**config.mk**
```make
export PLATFORM = sky130hd
export DESIGN_NAME = cmd_sequencer
export DESIGN_NICKNAME = d
export VERILOG_FILES = /design/src/rtl/cmd_sequencer.sv
export SDC_FILE = /design/constraint.sdc
export NUM_CORES = 1
export LEC_CHECK = 0
export BUFFER_PORTS_ARGS = -buffer_cell sky130_fd_sc_hd__buf_2
export CAP_MARGIN = 15
export CORE_MARGIN = 2
export CORE_UTILIZATION = 28
export DETAILED_ROUTE_END_ITERATION = 12
export PLACE_DENSITY_LB_ADDON = 0.12
export RECOVER_POWER = 100
export SYNTH_ARGS = -nofsm -noshare
export SYNTH_HDL_FRONTEND = slang
export SYNTH_SLANG_ARGS = --single-unit
```
**constraint.sdc**
```tcl
create_clock -name clk -period 8 [get_ports clk]
set_input_delay 0.4 -clock clk [delete_from_list [all_inputs] [get_ports clk]]
set_output_delay 0.4 -clock clk [all_outputs]
set_load 0.1 [all_outputs]
```
**src/rtl/cmd_sequencer.sv**
```systemverilog
`default_nettype none
// ============================================================================
// Module      : cmd_sequencer
// Description : Program controller for the executor. Fetches four-word
//               instructions from program ROM, presents them as
//               cmd_flags/cmd_args, runs the exe_flag/ready_flag handshake
//               and applies relative jumps. Stops cleanly on a HALT word and
//               with a fault on a bad opcode, a bad jump target or an
//               executor timeout.
// Revision    : 1.0 - initial release
// ============================================================================
module cmd_sequencer #(
  parameter int address_size = 32,
  parameter int word_size    = 32,
  parameter int pc_width     = 8,
  parameter int timeout      = 64
) (
  input  logic                      clk,
  input  logic                      rst,
  input  logic                      start,
  output logic [address_size-1:0]   rom_addr,
  input  logic [word_size-1:0]      rom_data,
  output logic [5:0]                cmd_flags,
  output logic [3*word_size-1:0]    cmd_args,
  output logic                      exe_flag,
  input  logic                      ready_flag,
  input  logic                      jmp_flag,
  input  logic [address_size-1:0]   new_exe_addr_offset,
  output logic                      busy,
  output logic                      done,
  output logic                      error,
  output logic [pc_width-1:0]       pc,
  output logic [15:0]               retired
);

  typedef enum logic [2:0] {
    S_IDLE  = 3'd0,
    S_FETCH = 3'd1,
    S_EXEC  = 3'd2,
    S_DONE  = 3'd3,
    S_ERROR = 3'd4
  } state_t;

  localparam int                  c_wcnt_w    = $clog2(timeout + 1);
  localparam logic [c_wcnt_w-1:0] c_wcnt_last = c_wcnt_w'(timeout - 1);
  localparam logic [pc_width-1:0] c_pc_max    = '1;
  // fcnt value used for the single idle cycle between ready_flag and the
  // next fetch; incrementing it wraps to 0 and starts the real fetch.
  localparam logic [2:0]          c_release   = 3'd7;

  state_t                    state_q, state_d;
  logic [2:0]                fcnt_q, fcnt_d;
  logic [c_wcnt_w-1:0]       wcnt_q, wcnt_d;
  logic [pc_width-1:0]       pc_q, pc_d;
  logic [15:0]               retired_q, retired_d;
  logic                      exe_q, exe_d;
  logic                      busy_q, busy_d;
  logic                      done_q, done_d;
  logic                      error_q, error_d;
  logic [5:0]                cmd_flags_q, cmd_flags_d;
  logic [3*word_size-1:0]    cmd_args_q, cmd_args_d;
  logic [address_size-1:0]   rom_addr_q, rom_addr_d;
  logic [5:0]                flags_buf_q, flags_buf_d;
  logic [word_size-1:0]      w1_q, w1_d;
  logic [word_size-1:0]      w2_q, w2_d;

  // Jump target computed one bit wider than the offset so that negative
  // results and overshoot past the last instruction are both visible.
  logic [address_size:0]     w_jump_target;
  logic                      w_jump_bad;
  logic [15:0]               w_retired_inc;

  assign w_jump_target = {{(address_size + 1 - pc_width){1'b0}}, pc_q}
                       + {new_exe_addr_offset[address_size-1], new_exe_addr_offset};
  assign w_jump_bad    = (w_jump_target[address_size:pc_width] != '0);
  assign w_retired_inc = (retired_q == 16'hFFFF) ? retired_q : retired_q + 16'd1;

  // Next-state and next-output computation for the whole controller.
  always_comb begin
    state_d     = state_q;
    fcnt_d      = fcnt_q;
    wcnt_d      = wcnt_q;
    pc_d        = pc_q;
    retired_d   = retired_q;
    exe_d       = exe_q;
    done_d      = done_q;
    error_d     = error_q;
    cmd_flags_d = cmd_flags_q;
    cmd_args_d  = cmd_args_q;
    flags_buf_d = flags_buf_q;
    w1_d        = w1_q;
    w2_d        = w2_q;

    unique case (state_q)
      S_IDLE, S_DONE, S_ERROR: begin
        if (start) begin
          state_d   = S_FETCH;
          fcnt_d    = 3'd0;
          pc_d      = '0;
          retired_d = 16'd0;
          done_d    = 1'b0;
          error_d   = 1'b0;
        end
      end

      S_FETCH: begin
        fcnt_d = fcnt_q + 3'd1;
        // ROM data lags the address by one cycle: word k arrives while
        // fcnt == k+1.
        case (fcnt_q)
          3'd1:    flags_buf_d = rom_data[5:0];
          3'd2:    w1_d        = rom_data;
          3'd3:    w2_d        = rom_data;
          default: ;
        endcase
        if (fcnt_q == 3'd4) begin
          fcnt_d = 3'd0;
          if (flags_buf_q == 6'd0) begin
            state_d = S_DONE;
            done_d  = 1'b1;
          end else if ((flags_buf_q & (flags_buf_q - 6'd1)) != 6'd0) begin
            state_d = S_ERROR;
            error_d = 1'b1;
          end else begin
            state_d     = S_EXEC;
            exe_d       = 1'b1;
            wcnt_d      = '0;
            cmd_flags_d = flags_buf_q;
            cmd_args_d  = {rom_data, w2_q, w1_q};
          end
        end
      end

      S_EXEC: begin
        if (ready_flag) begin
          exe_d     = 1'b0;
          wcnt_d    = '0;
          retired_d = w_retired_inc;
          if (jmp_flag) begin
            if (w_jump_bad) begin
              state_d = S_ERROR;
              error_d = 1'b1;
            end else begin
              pc_d    = w_jump_target[pc_width-1:0];
              state_d = S_FETCH;
              fcnt_d  = c_release;
            end
          end else if (pc_q == c_pc_max) begin
            state_d = S_DONE;
            done_d  = 1'b1;
          end else begin
            pc_d    = pc_q + pc_width'(1);
            state_d = S_FETCH;
            fcnt_d  = c_release;
          end
        end else if (wcnt_q == c_wcnt_last) begin
          exe_d   = 1'b0;
          state_d = S_ERROR;
          error_d = 1'b1;
        end else begin
          wcnt_d = wcnt_q + c_wcnt_w'(1);
        end
      end

      default: state_d = S_IDLE;
    endcase

    busy_d = (state_d == S_FETCH) || (state_d == S_EXEC);

    // Address is registered from the next pc/fcnt so it is valid for the
    // whole cycle in which that fetch slot is active.
    rom_addr_d = rom_addr_q;
    if ((state_d == S_FETCH) && (fcnt_d <= 3'd3)) begin
      rom_addr_d = address_size'({pc_d, fcnt_d[1:0]});
    end
  end

  // State and registered outputs; synchronous reset aborts any run.
  always_ff @(posedge clk) begin
    if (rst) begin
      state_q     <= S_IDLE;
      fcnt_q      <= 3'd0;
      wcnt_q      <= '0;
      pc_q        <= '0;
      retired_q   <= 16'd0;
      exe_q       <= 1'b0;
      busy_q      <= 1'b0;
      done_q      <= 1'b0;
      error_q     <= 1'b0;
      cmd_flags_q <= 6'd0;
      cmd_args_q  <= '0;
      rom_addr_q  <= '0;
      flags_buf_q <= 6'd0;
      w1_q        <= '0;
      w2_q        <= '0;
    end else begin
      state_q     <= state_d;
      fcnt_q      <= fcnt_d;
      wcnt_q      <= wcnt_d;
      pc_q        <= pc_d;
      retired_q   <= retired_d;
      exe_q       <= exe_d;
      busy_q      <= busy_d;
      done_q      <= done_d;
      error_q     <= error_d;
      cmd_flags_q <= cmd_flags_d;
      cmd_args_q  <= cmd_args_d;
      rom_addr_q  <= rom_addr_d;
      flags_buf_q <= flags_buf_d;
      w1_q        <= w1_d;
      w2_q        <= w2_d;
    end
  end

  assign rom_addr  = rom_addr_q;
  assign cmd_flags = cmd_flags_q;
  assign cmd_args  = cmd_args_q;
  assign exe_flag  = exe_q;
  assign busy      = busy_q;
  assign done      = done_q;
  assign error     = error_q;
  assign pc        = pc_q;
  assign retired   = retired_q;

endmodule
`default_nettype wire

```
Yosys cells after proc, flatten, opt, wreduce, memory -nomap -nowiden
Cells that the tools add are included.
{"block": "word_totals", "output_inout_bits": 162, "word_cells": 125, "in_bits": 69, "reg_bits": 223}
{"block": "classes", "magnitude_cmp": 1, "n_addsub": 6, "eq_ne": 27, "bitwise_logic": 3, "muxes": 54, "n_reduce_logical": 19}
{"operator": "16-bit 2-to-1 mux", "count": 3}
{"operator": "3-bit 2-to-1 mux", "count": 14}
{"operator": "8-bit 2-to-1 mux", "count": 5}
{"operator": "7-bit 2-to-1 mux", "count": 5}
{"operator": "9-bit by 32-bit adder with 33-bit output", "count": 1}
{"operator": "16-bit one-hot mux with 2 select lines", "count": 1}
{"operator": "25-bit nonzero test", "count": 1}
{"operator": "2-bit != test, second input constant", "count": 10}
{"operator": "1-bit 2-to-1 mux", "count": 18}
{"operator": "3-bit one-hot mux with 3 select lines", "count": 2}
{"operator": "16-bit by 1-bit adder with 16-bit output, second input constant", "count": 1}
{"operator": "16-bit equality test, second input constant", "count": 1}
{"operator": "8-bit one-hot mux with 2 select lines", "count": 1}
{"operator": "3-bit by 2-bit equality test with 1-bit output, second input constant", "count": 5}
{"operator": "7-bit one-hot mux with 2 select lines", "count": 1}
{"operator": "3-bit != test, second input constant", "count": 4}
{"operator": "5-bit AND reduction", "count": 2}
{"operator": "3-bit by 1-bit equality test with 1-bit output, second input constant", "count": 3}
{"operator": "8-bit by 1-bit adder with 8-bit output, second input constant", "count": 1}
{"operator": "8-bit equality test, second input constant", "count": 1}
{"operator": "4-bit AND reduction", "count": 2}
{"operator": "8-bit AND reduction", "count": 1}
{"operator": "7-bit by 1-bit adder with 7-bit output, second input constant", "count": 1}
{"operator": "7-bit by 6-bit equality test with 1-bit output, second input constant", "count": 1}
{"operator": "19 further kinds", "count": 25}

Logic depth before layout (Yosys ltp)
Gate-level depths: netlist of run 1.
{"block": "depth", "ltp_word": 9, "ltp_mapped": 14, "ltp_nobuf": 13}

Worst setup path before layout of run 1
Ideal clock, no wire load.
{"block": "synth_timing", "kind": "register to register", "startpoint": "reg pc_q[0] (netlist: pc[0])", "endpoint": "reg rom_addr_q[7] (netlist: rom_addr[7])", "setup_ps": 138, "required_ps": 7862, "synth_period_minus_slack_ps": 3979, "setup_slack_ps": 4021, "t_arrival_ps": 3840, "stages_incl_launch_ff": 14, "n_path_buf": 1, "cell_sequence": "dfxtp_1 ha_1 inv_1 fa_1 nand2b_1 a211o_1 a211oi_2 a31oi_1 nor4_4 nand3_4 buf_6 a21o_1 a22oi_1 a211oi_2"}
{"block": "synth_via", "elab_chain_cells": 8, "elab_cells_between_ends": 22, "cone_classes": "2 x add/sub; 1 x order compare; 2 x eq/ne; 15 x mux; 2 x reduce/logical"}
{"item": "start: declaration", "line": "54", "source": "logic [pc_width-1:0] pc_q, pc_d;"}
{"item": "start signal: assignment", "line": "200", "source": "pc_q <= pc_d;"}
{"item": "9-bit by 32-bit adder with 33-bit output", "line": "74", "source": "+ {new_exe_addr_offset[address_size-1], new_exe_addr_offset};"}
{"item": "25-bit nonzero test", "line": "75", "source": "assign w_jump_bad = (w_jump_target[address_size:pc_width] != '0);"}
{"item": "3-bit 2-to-1 mux", "line": "140", "source": "if (w_jump_bad) begin"}
{"item": "3-bit 2-to-1 mux", "line": "139", "source": "if (jmp_flag) begin"}
{"item": "3-bit 2-to-1 mux", "line": "135", "source": "if (ready_flag) begin"}
{"item": "3-bit one-hot mux with 3 select lines", "line": "94", "source": "unique case (state_q)"}
{"item": "3-bit by 2-bit <= comparator with 1-bit output / 3-bit by 1-bit equality test with 1-bit output (equally long branches)", "line": "173", "source": "if ((state_d == S_FETCH) && (fcnt_d <= 3'd3)) begin"}
{"item": "1-bit logical AND", "line": "173"}
{"item": "end signal: assignment", "line": "208", "source": "rom_addr_q <= rom_addr_d;"}
{"item": "end: declaration", "line": "62", "source": "logic [address_size-1:0] rom_addr_q, rom_addr_d;"}
Several ways; a longest one is shown, not always the timed one.
A chain may end at the register's enable or synchronous reset.

Worst setup path in the final report of run 1
{"block": "layout_timing", "startpoint": "reg pc_q[0] (netlist: pc[0])", "endpoint": "reg rom_addr_q[1] (netlist: rom_addr[1])"}
Same word-level chain as after synthesis.

==> results of run 1 <==
==> layer usage <==
layer	wire length, um	vias up
li1	-	4579
met1	15000	4147
met2	13100	214
met3	1830	35
met4	460	0
met5	0	-
==> worst max-delay path by stage <==
stage,from,end,cells past startpoint
2_1_floorplan,pc[0],rom_addr[7],13
3_3_place_gp,pc[0],rom_addr[2],12
3_5_place_dp,pc[0],rom_addr[2],12
4_1_cts,pc[0],rom_addr[2],12
5_1_grt,pc[0],rom_addr[1],12
6_report,pc[0],rom_addr[1],13
==> placed cells by master (no fill, tap or decap), types with 10 or more instances in the layout <==
master,synthesis,layout
sky130_fd_sc_hd__a31oi_1,9,10
sky130_fd_sc_hd__ha_1,16,16
sky130_fd_sc_hd__nor2_1,74,74
sky130_fd_sc_hd__xnor2_1,11,11
sky130_fd_sc_hd__nor3_1,17,16
sky130_fd_sc_hd__o21ai_0,17,17
sky130_fd_sc_hd__nand4_1,11,11
sky130_fd_sc_hd__a21oi_1,207,208
sky130_fd_sc_hd__inv_1,17,17
sky130_fd_sc_hd__conb_1,1,22
sky130_fd_sc_hd__a211oi_1,9,10
sky130_fd_sc_hd__buf_2,9,67
sky130_fd_sc_hd__nand3_1,33,34
sky130_fd_sc_hd__xor2_1,20,20
sky130_fd_sc_hd__nand2_1,376,376
sky130_fd_sc_hd__clkbuf_1,62,150
sky130_fd_sc_hd__dfxtp_1,223,223
sky130_fd_sc_hd__clkbuf_16,0,27
sky130_fd_sc_hd__nand2b_1,10,10
==> critical path, delay by kind of cell, from the launching register on <==
| family | cells | cell delay (ns) |
|---|---|---|
| adder cells (fa/ha/maj) | 2 | 0.64 |
| AO/OA/AOI/OAI | 5 | 1.75 |
| buffers and inverters | 1 | 0.06 |
| flip-flops | 1 | 0.48 |
| multiplexers | 1 | 0.16 |
| AND/OR/NAND/NOR | 4 | 1.10 |
==> sequential cells by signal, summed over array words and instances (netlist names) <==
register,cells
w1_q,32
rom_addr,10
cmd_args,96
cmd_flags,6
busy,1
wcnt_q,7
retired,16
flags_buf_q,6
state_q,3
exe_flag,1
fcnt_q,3
error,1
done,1
pc,8
w2_q,32
==> power by group through the flow <==
stage	combinational, mW	clock, mW	sequential [mW]
2_1_floorplan	0.137	0	1.20
3_3_place_gp	0.251	0	1.16
3_5_place_dp	0.250	0	1.16
4_1_cts	0.250	1.24	1.13
5_1_grt	0.263	1.28	1.13
6_report	0.246	1.20	1.13
==> final cells by class <==
cell class,count,area [um2]
clock inverter,5,78.8
clock buffer,41,788
tap,455,569
timing repair buffer,218,940
multi-input combinational,955,4890
inverter,17,63.8
sequential,223,4460
fill,3805,22800
==> metrics by stage <==
stage,cells,instance area (um2),power [mW],hold slack (ns)
finish,1914,11800,2.58,0.137
global route,1914,11800,2.68,0.121
CTS,1914,12000,2.62,0.115
detailed placement,1868,11100,1.41,0.440
global placement,1868,11100,1.41,0.438
floorplan,1290,9900,1.34,0.432
==> cells by family after synthesis <==
logic type      Yosys count  synth area share
simple gates            572             0.252
fa+ha+maj                18            0.0234
mux                       7           0.00752
other cells               1          0.000382
compound gates          305             0.181
xor+xnor                 31            0.0276
flops                   223             0.455
buf+inv                 112            0.0531
==> results_tabular.tex, run 1 <==
\begin{tabular}{lr}
\hline
Metric & Value \\
\hline
\multicolumn{2}{l}{\textbf{Worst setup path}} \\
\quad Register-to-register path setup slack & 3.72 ns \\
\quad CP max-delay cell & sky130\_fd\_sc\_hd\_\_a21oi\_1 \\
\quad Crit path launch type & flop \\
\quad Type of the setup path with the least slack & flop to flop \\
\quad Critical path endpoint category & flop \\
\quad Worst r2r dst & rom\_addr[1] \\
\quad Sequence of cells on the critical path & ha\_1, inv\_1, fa\_1, nand2b\_1, a211o\_1, a211oi\_1, nand3\_1, mux2i\_1, and4\_1, nand3\_1, a21oi\_1, a222oi\_1, a211oi\_1 \\
\quad Worst Path Arrival & between 4 and 5 ns \\
\quad Reg-to-reg critical path startpoint & pc[0] \\
\quad Required time worst endpoint & 8.43 ns \\
\quad Slowest cell delay on critical path & 0.54 ns \\
\quad Worst reg2reg path depth & 13 \\
\quad CP Max Fanout & 15 \\
\multicolumn{2}{l}{\textbf{Floorplan}} \\
\quad Cell Rows & 68 \\
\quad Horizontal extent of the die & between 150 and 200 um \\
\quad Starting density of the core & 0.284 \\
\quad Ports & 231 \\
\quad Placeable core region & 0.0345 mm2 \\
\quad Die outline area & about 0.037 mm2 \\
\quad Height of the die & 191 um \\
\multicolumn{2}{l}{\textbf{Power}} \\
\quad Relative contribution of combinational cells to total power & 0.096 \\
\quad Total internal power & 1.90 mW \\
\quad Sequential cell fraction of total power & 0.439 \\
\quad P\_sw & 0.671 mW \\
\quad Cell Pwr Density & around 220 mW/mm2 \\
\quad Clk network pwr share & 0.465 \\
\quad Lkg Pwr & a little over 4 nW \\
\quad Worst IR drop on VDD & roughly 0.12 mV \\
\quad Sw frac & 0.261 \\
\multicolumn{2}{l}{\textbf{Clocking}} \\
\quad \# H-tree levels & 1 \\
\quad TritonCTS Buffers & 26 \\
\quad Clock Pin Slew Worst Setup and Hold Paths & 0.06 ns \\
\quad Number of buffers inserted by hold repair at cts & 0 \\
\quad Clock latency of the later-clocked register in the worst-skew pair & 0.53 ns \\
\quad Root Buffer Master & sky130\_fd\_sc\_hd\_\_clkbuf\_16 \\
\quad Maximum clock path buffer count & 3 \\
\quad Post CTS Setup Buffer Count & 0 \\
\quad Number of clock sinks & 223 \\
\quad CTS tree & built \\
\quad Count of cells resized by post-cts repair & 0 \\
\multicolumn{2}{l}{\textbf{Layout}} \\
\quad Number of diodes added for antenna fixing & 0 \\
\quad Final standard cell utilization of the core & 0.341 \\
\quad Fraction of layout cells with a size suffix above 1 & 0.0912 \\
\quad Layout area overhead & 20.0\% \\
\quad Net total in the final layout & 1527 \\
\multicolumn{2}{l}{\textbf{Route}} \\
\quad Number of antenna-violating nets in the routed design & 0 \\
\quad Average via count per standard cell & 4.69 \\
\quad Final routed wirelength across all metal layers & roughly 30 mm \\
\quad Number of DRC markers after the initial detailed-route iteration & 546 \\
\quad Vias post-DR & 8975 \\
\quad Detailed-route wire length per cell & 15.9 um \\
\quad Total DRC errors in the routed layout & 0 \\
\quad Router iterations before antenna repair & 5 \\
\multicolumn{2}{l}{\textbf{Timing}} \\
\quad Rel. slew slack & -0.0846 \\
\quad Least setup slack across all paths after layout & 3.72 ns \\
\quad Final setup TNS & 0 ns \\
\quad Final hold vios & 0 \\
\quad RSZ-0062 raised after global routing & no \\
\quad Clk\_skew & 0.0130 ns \\
\quad Fin crit period & 4.28 ns \\
\quad Final-report max-slew violation count & 66 \\
\quad Maximum clock rate & 0.234 GHz \\
\quad Period Utilization, post-route & 0.535 \\
\quad \# setup viols final & 0 \\
\quad Worst Tran Pin Value & 1.63 ns \\
\multicolumn{2}{l}{\textbf{Place}} \\
\quad HPWL Detailed & 20.7 mm \\
\quad Number of buffer cells added on primary ports & 208 \\
\quad GP Congestion & 0.845 \\
\quad Worst setup timing slack at the placement stage & 4.30 ns \\
\multicolumn{2}{l}{\textbf{Global routing}} \\
\quad Largest net degree at the start of global routing & 111 \\
\quad Met2 GRT Util & 0.240 \\
\quad Overall track demand over capacity in global routing & 0.160 \\
\quad Antenna violations before repair & 0 \\
\quad Met3 routing resource usage after global routing & 0.0330 \\
\quad Grt met1 use & 0.234 \\
\quad Wire length of the first global-routing pass & 47.0 mm \\
\quad Remaining Overflow, GRT & 0 \\
\quad Layer with the highest usage & met2 \\
\quad Via count of the first global-routing pass & 8249 \\
\multicolumn{2}{l}{\textbf{Synthesis}} \\
\quad Post-synthesis sequential area ratio & 0.455 \\
\quad Leading post-synthesis cells by cell area & sky130\_fd\_sc\_hd\_\_dfxtp\_1 (45\%), sky130\_fd\_sc\_hd\_\_nand2\_1 (14\%), sky130\_fd\_sc\_hd\_\_a21oi\_1 (11\%) \\
\quad Most used DFF post-synth & sky130\_fd\_sc\_hd\_\_dfxtp\_1 \\
\quad Syn Std Cell Area & 0.00982 mm2 \\
\quad Number of cells produced by synthesis & 1269 \\
\quad Count of flip-flops with a built-in enable after synthesis & 0 \\
\quad Register bit count reported by yosys & 223 \\
\quad Count of unique library cells instantiated by Yosys & between 60 and 70 \\
\quad Mapped Avg Cell Area & 7.74 um2 \\
\quad Asr flop ratio synth & 0 \\
\quad Share of Yosys cell area claimed by the top area cell type & 0.455 \\
\quad Most common cell in the netlist & sky130\_fd\_sc\_hd\_\_nand2\_1 \\
\quad Post-synth top cells & sky130\_fd\_sc\_hd\_\_nand2\_1 (376), sky130\_fd\_sc\_hd\_\_dfxtp\_1 (223), sky130\_fd\_sc\_hd\_\_a21oi\_1 (207), sky130\_fd\_sc\_hd\_\_nor2\_1 (74), sky130\_fd\_sc\_hd\_\_clkbuf\_1 (62) \\
\quad Synth warnings & 0 \\
\quad Most area-hungry cell type in the Yosys netlist & sky130\_fd\_sc\_hd\_\_dfxtp\_1 \\
\multicolumn{2}{l}{\textbf{Worst hold path}} \\
\quad Startpoint of the most critical hold path & rom\_data[31] \\
\quad End point of the most critical hold path & w1\_q[31] \\
\quad Kind of path behind the tightest hold check & primary input to flop \\
\quad Number of stages on the worst hold path & 3 \\
\multicolumn{2}{l}{\textbf{Run status}} \\
\quad Violations in the final reports & max-capacitance violations, max-slew violations \\
\quad Result of the run & complete, but fails checks \\
\multicolumn{2}{l}{\textbf{Flow run}} \\
\quad Max-cap violations & 2 \\
\hline
\end{tabular}
(Power assumes the default switching activity.)
==> run 2: changes to the inputs <==
Settings changed: ABC_AREA from default to 1.
Clock period 8 ns to 4.14 ns, I/O delays scaled along.
==> run 2 against run 1 <==
Design area grew 11%; the flow still finishes with violations (max-capacitance violations, max-slew violations); critical path type unchanged; critical path depth rose by 8; highest routed layer unchanged; flip-flop and latch count stayed put.
==> results_tabular.tex, run 2 <==
\begin{tabular}{lr}
\hline
Metric & Value \\
\hline
\multicolumn{2}{l}{\textbf{Run status}} \\
\quad Result of the run & complete, but fails checks \\
\quad Violations in the final reports & max-capacitance violations, max-slew violations \\
\multicolumn{2}{l}{\textbf{Route}} \\
\quad Final routed wirelength across all metal layers & 32.3 mm \\
\quad Detailed-route wire length per cell & 14.1 um \\
\quad Router iterations before antenna repair & 5 \\
\quad Total DRC errors in the routed layout & 0 \\
\quad Average via count per standard cell & 4.37 \\
\quad Number of DRC markers after the initial detailed-route iteration & roughly 570 \\
\quad Vias post-DR & approximately 10000 \\
\quad Number of antenna-violating nets in the routed design & 0 \\
\multicolumn{2}{l}{\textbf{Place}} \\
\quad HPWL Detailed & 22.9 mm \\
\quad GP Congestion & about 0.85 \\
\quad Number of placed instances with taps included & 2212 \\
\quad Number of buffer cells added on primary ports & 208 \\
\quad Area after detailed placement & around 0.012 mm2 \\
\quad Worst setup timing slack at the placement stage & 0.616 ns \\
\multicolumn{2}{l}{\textbf{Worst setup path}} \\
\quad Required time worst endpoint & around 4.6 ns \\
\quad Sequence of cells on the critical path & ha\_1, inv\_1, fa\_1, inv\_1, nand3\_1, nand3\_1, nand2\_1, nand2\_1, nand2\_1, xnor2\_1, nor2\_1, nand2\_1, nor2\_1, nand3\_4, nand2\_4, nand3\_4, a21oi\_4, nand4\_4, nand2\_1, nand2\_1, nor2\_1 \\
\quad CP max-delay cell & sky130\_fd\_sc\_hd\_\_dfxtp\_1 \\
\quad Crit path launch type & flop \\
\quad CP most frequent cell & sky130\_fd\_sc\_hd\_\_nand2\_1 \\
\quad Gate family responsible for the most delay along the worst path & simple AND/OR/NAND/NOR gates \\
\quad Worst Path Arrival & about 4.1 ns \\
\quad Count of buffering cells on the critical path with inverters included & 2 \\
\quad Type of the setup path with the least slack & flop to flop \\
\quad Register-to-register path setup slack & 0.57 ns \\
\quad CP Max Fanout & 16 \\
\quad Slowest cell delay on critical path & 0.41 ns \\
\quad Critical path endpoint category & flop \\
\multicolumn{2}{l}{\textbf{Clocking}} \\
\quad Post CTS Setup Buffer Count & 0 \\
\quad Number of clock sinks & 223 \\
\quad Root Buffer Master & sky130\_fd\_sc\_hd\_\_clkbuf\_16 \\
\quad \# H-tree levels & 1 \\
\quad Count of cells resized by post-cts repair & 0 \\
\quad Clock Pin Slew Worst Setup and Hold Paths & 0.06 ns \\
\quad Maximum clock path buffer count & 3 \\
\quad Clock latency of the later-clocked register in the worst-skew pair & 0.55 ns \\
\quad CTS tree & built \\
\quad Number of buffers inserted by hold repair at cts & 30 \\
\quad TritonCTS Buffers & 28 \\
\multicolumn{2}{l}{\textbf{Layout}} \\
\quad Most common library cell in the layout ignoring fill and taps & sky130\_fd\_sc\_hd\_\_nor2\_1 \\
\quad Top library cells by usage in the layout, fill and taps aside & sky130\_fd\_sc\_hd\_\_nor2\_1 (258), sky130\_fd\_sc\_hd\_\_nand2\_1 (228), sky130\_fd\_sc\_hd\_\_inv\_1 (225) \\
\quad Layout area overhead & 23.6\% \\
\quad Number of flip-flops in the largest register & 96 \\
\quad Net total in the final layout & 1847 \\
\quad Final non-filler cell area & 0.0131 mm2 \\
\quad Fraction of layout cells with a size suffix above 1 & 0.0881 \\
\quad Number of diodes added for antenna fixing & 0 \\
\quad Non-Filler Instances & 2293 \\
\multicolumn{2}{l}{\textbf{Timing}} \\
\quad \# setup viols final & 0 \\
\quad Worst Tran Pin Value & 1.82 ns \\
\quad RSZ-0062 raised after global routing & no \\
\quad Period Utilization, post-route & 0.862 \\
\quad Rel. slew slack & -0.214 \\
\quad Maximum clock rate & roughly 0.28 GHz \\
\quad Final hold vios & 0 \\
\quad Final setup TNS & 0 ns \\
\quad Final-report max-slew violation count & 158 \\
\quad Post-Route Hold Slack & between 0.02 and 0.03 ns \\
\quad Fin crit period & 3.57 ns \\
\quad Least setup slack across all paths after layout & 0.570 ns \\
\quad Clk\_skew & $\sim$0.016 ns \\
\multicolumn{2}{l}{\textbf{Floorplan}} \\
\quad Starting density of the core & 0.283 \\
\quad Die outline area & 0.0393 mm2 \\
\quad Horizontal extent of the die & 198 um \\
\quad Cell Rows & 71 \\
\quad Height of the die & 198 um \\
\quad Placeable core region & 0.0374 mm2 \\
\quad Ports & 231 \\
\multicolumn{2}{l}{\textbf{Synthesis}} \\
\quad Most used DFF post-synth & sky130\_fd\_sc\_hd\_\_dfxtp\_1 \\
\quad Syn Std Cell Area & 0.0106 mm2 \\
\quad Most area-hungry cell type in the Yosys netlist & sky130\_fd\_sc\_hd\_\_dfxtp\_1 \\
\quad Post-synthesis sequential area ratio & 0.422 \\
\quad Count of flip-flops with a built-in enable after synthesis & 0 \\
\quad Most common cell in the netlist & sky130\_fd\_sc\_hd\_\_nor2\_1 \\
\quad Asr flop ratio synth & 0 \\
\quad Synth warnings & 0 \\
\quad Register bit count reported by yosys & 223 \\
\quad Count of unique library cells instantiated by Yosys & 47 \\
\quad Leading post-synthesis cells by cell area & sky130\_fd\_sc\_hd\_\_dfxtp\_1 (42\%), sky130\_fd\_sc\_hd\_\_o21ai\_0 (9.6\%), sky130\_fd\_sc\_hd\_\_nor2\_1 (9.2\%) \\
\quad Post-synth top cells & sky130\_fd\_sc\_hd\_\_nor2\_1 (258), sky130\_fd\_sc\_hd\_\_nand2\_1 (227), sky130\_fd\_sc\_hd\_\_inv\_1 (226), sky130\_fd\_sc\_hd\_\_dfxtp\_1 (223), sky130\_fd\_sc\_hd\_\_o21ai\_0 (202) \\
\quad Share of Yosys cell area claimed by the top area cell type & 0.422 \\
\quad Mapped Avg Cell Area & 6.85 um2 \\
\quad Number of cells produced by synthesis & 1543 \\
\multicolumn{2}{l}{\textbf{Power}} \\
\quad Worst IR drop on VDD & 0.281 mV \\
\quad Lkg Pwr & 5.27 nW \\
\quad Cell Pwr Density & 402 mW/mm2 \\
\multicolumn{2}{l}{\textbf{Global routing}} \\
\quad Antenna violations before repair & 0 \\
\quad Largest net degree at the start of global routing & roughly 110 \\
\quad Via count of the first global-routing pass & 9239 \\
\quad Wire length of the first global-routing pass & 50.8 mm \\
\quad Remaining Overflow, GRT & 0 \\
\quad Overall track demand over capacity in global routing & 0.161 \\
\multicolumn{2}{l}{\textbf{Flow run}} \\
\quad Max-cap violations & 3 \\
\multicolumn{2}{l}{\textbf{Worst hold path}} \\
\quad Kind of path behind the tightest hold check & primary input to flop \\
\hline
\end{tabular}
run 2: stage by stage:
step / power (mW) / util
2_1_floorplan: 2.74 / -
3_3_place_gp: 2.89 / 0.322
5_1_grt: 5.50 / 0.349
3_5_place_dp: 2.89 / 0.322
6_report: 5.25 / 0.349
4_1_cts: 5.36 / 0.355
run 2: path summary, 6_finish.rpt:
kind | start | end | depth (start not counted)
worst max-delay path | pc[0] | rom_addr[5] | 21
worst min register to register | cmd_args[22] | cmd_args[22] | 2
worst max register to register | pc[0] | rom_addr[5] | 21
worst min-delay path | start | state_q[2] | 4
run 2: layout make-up:
type	instances	area, um2
Fill cell	4220	24300
Multi-Input combinational cell	1024	4910
Sequential cell	223	4460
Timing Repair Buffer	251	1250
Inverter	233	877
Clock buffer	43	837
Tap cell	511	639
Clock inverter	8	82.6
run 2: cells by family (layout without fill, tap and decap cells):
group                      count (synthesis)  count (layout)  synth area share
AOI/OAI and AO/OA                        362             362             0.178
xor gates and xnor gates                  17              17            0.0141
adders and majority gates                 17              17            0.0208
buffers and inverters                    317             535             0.122
DFF                                      223             223             0.422
other                                      1              22          0.000355
and+or+nand+nor                          606             606             0.243
run 2: worst min-delay path: stages:
cell	delay, ns
sky130_fd_sc_hd__buf_2	0.11
sky130_fd_sc_hd__nor2_1	0.09
sky130_fd_sc_hd__nand2_1	0.06
sky130_fd_sc_hd__a21oi_1	0.05
run 2: layer usage:
layer | global-route usage | vias up | share of wire
li1 | - | 5306 | -
met1 | 0.222 | 4481 | 0.48
met2 | 0.265 | 190 | 0.46
met3 | 0.0230 | 34 | 0.044
met4 | 0.0368 | 0 | 0.016
met5 | 0 | - | 0
run 2: where the power goes:
group	leakage [nW]	internal, mW	total (mW)	switching [mW]
clock network	0.452	1.45	2.40	0.946
registers	1.80	2.18	2.20	0.0237
logic	3.02	0.146	0.649	0.503
total	5.27	3.78	5.25	1.47
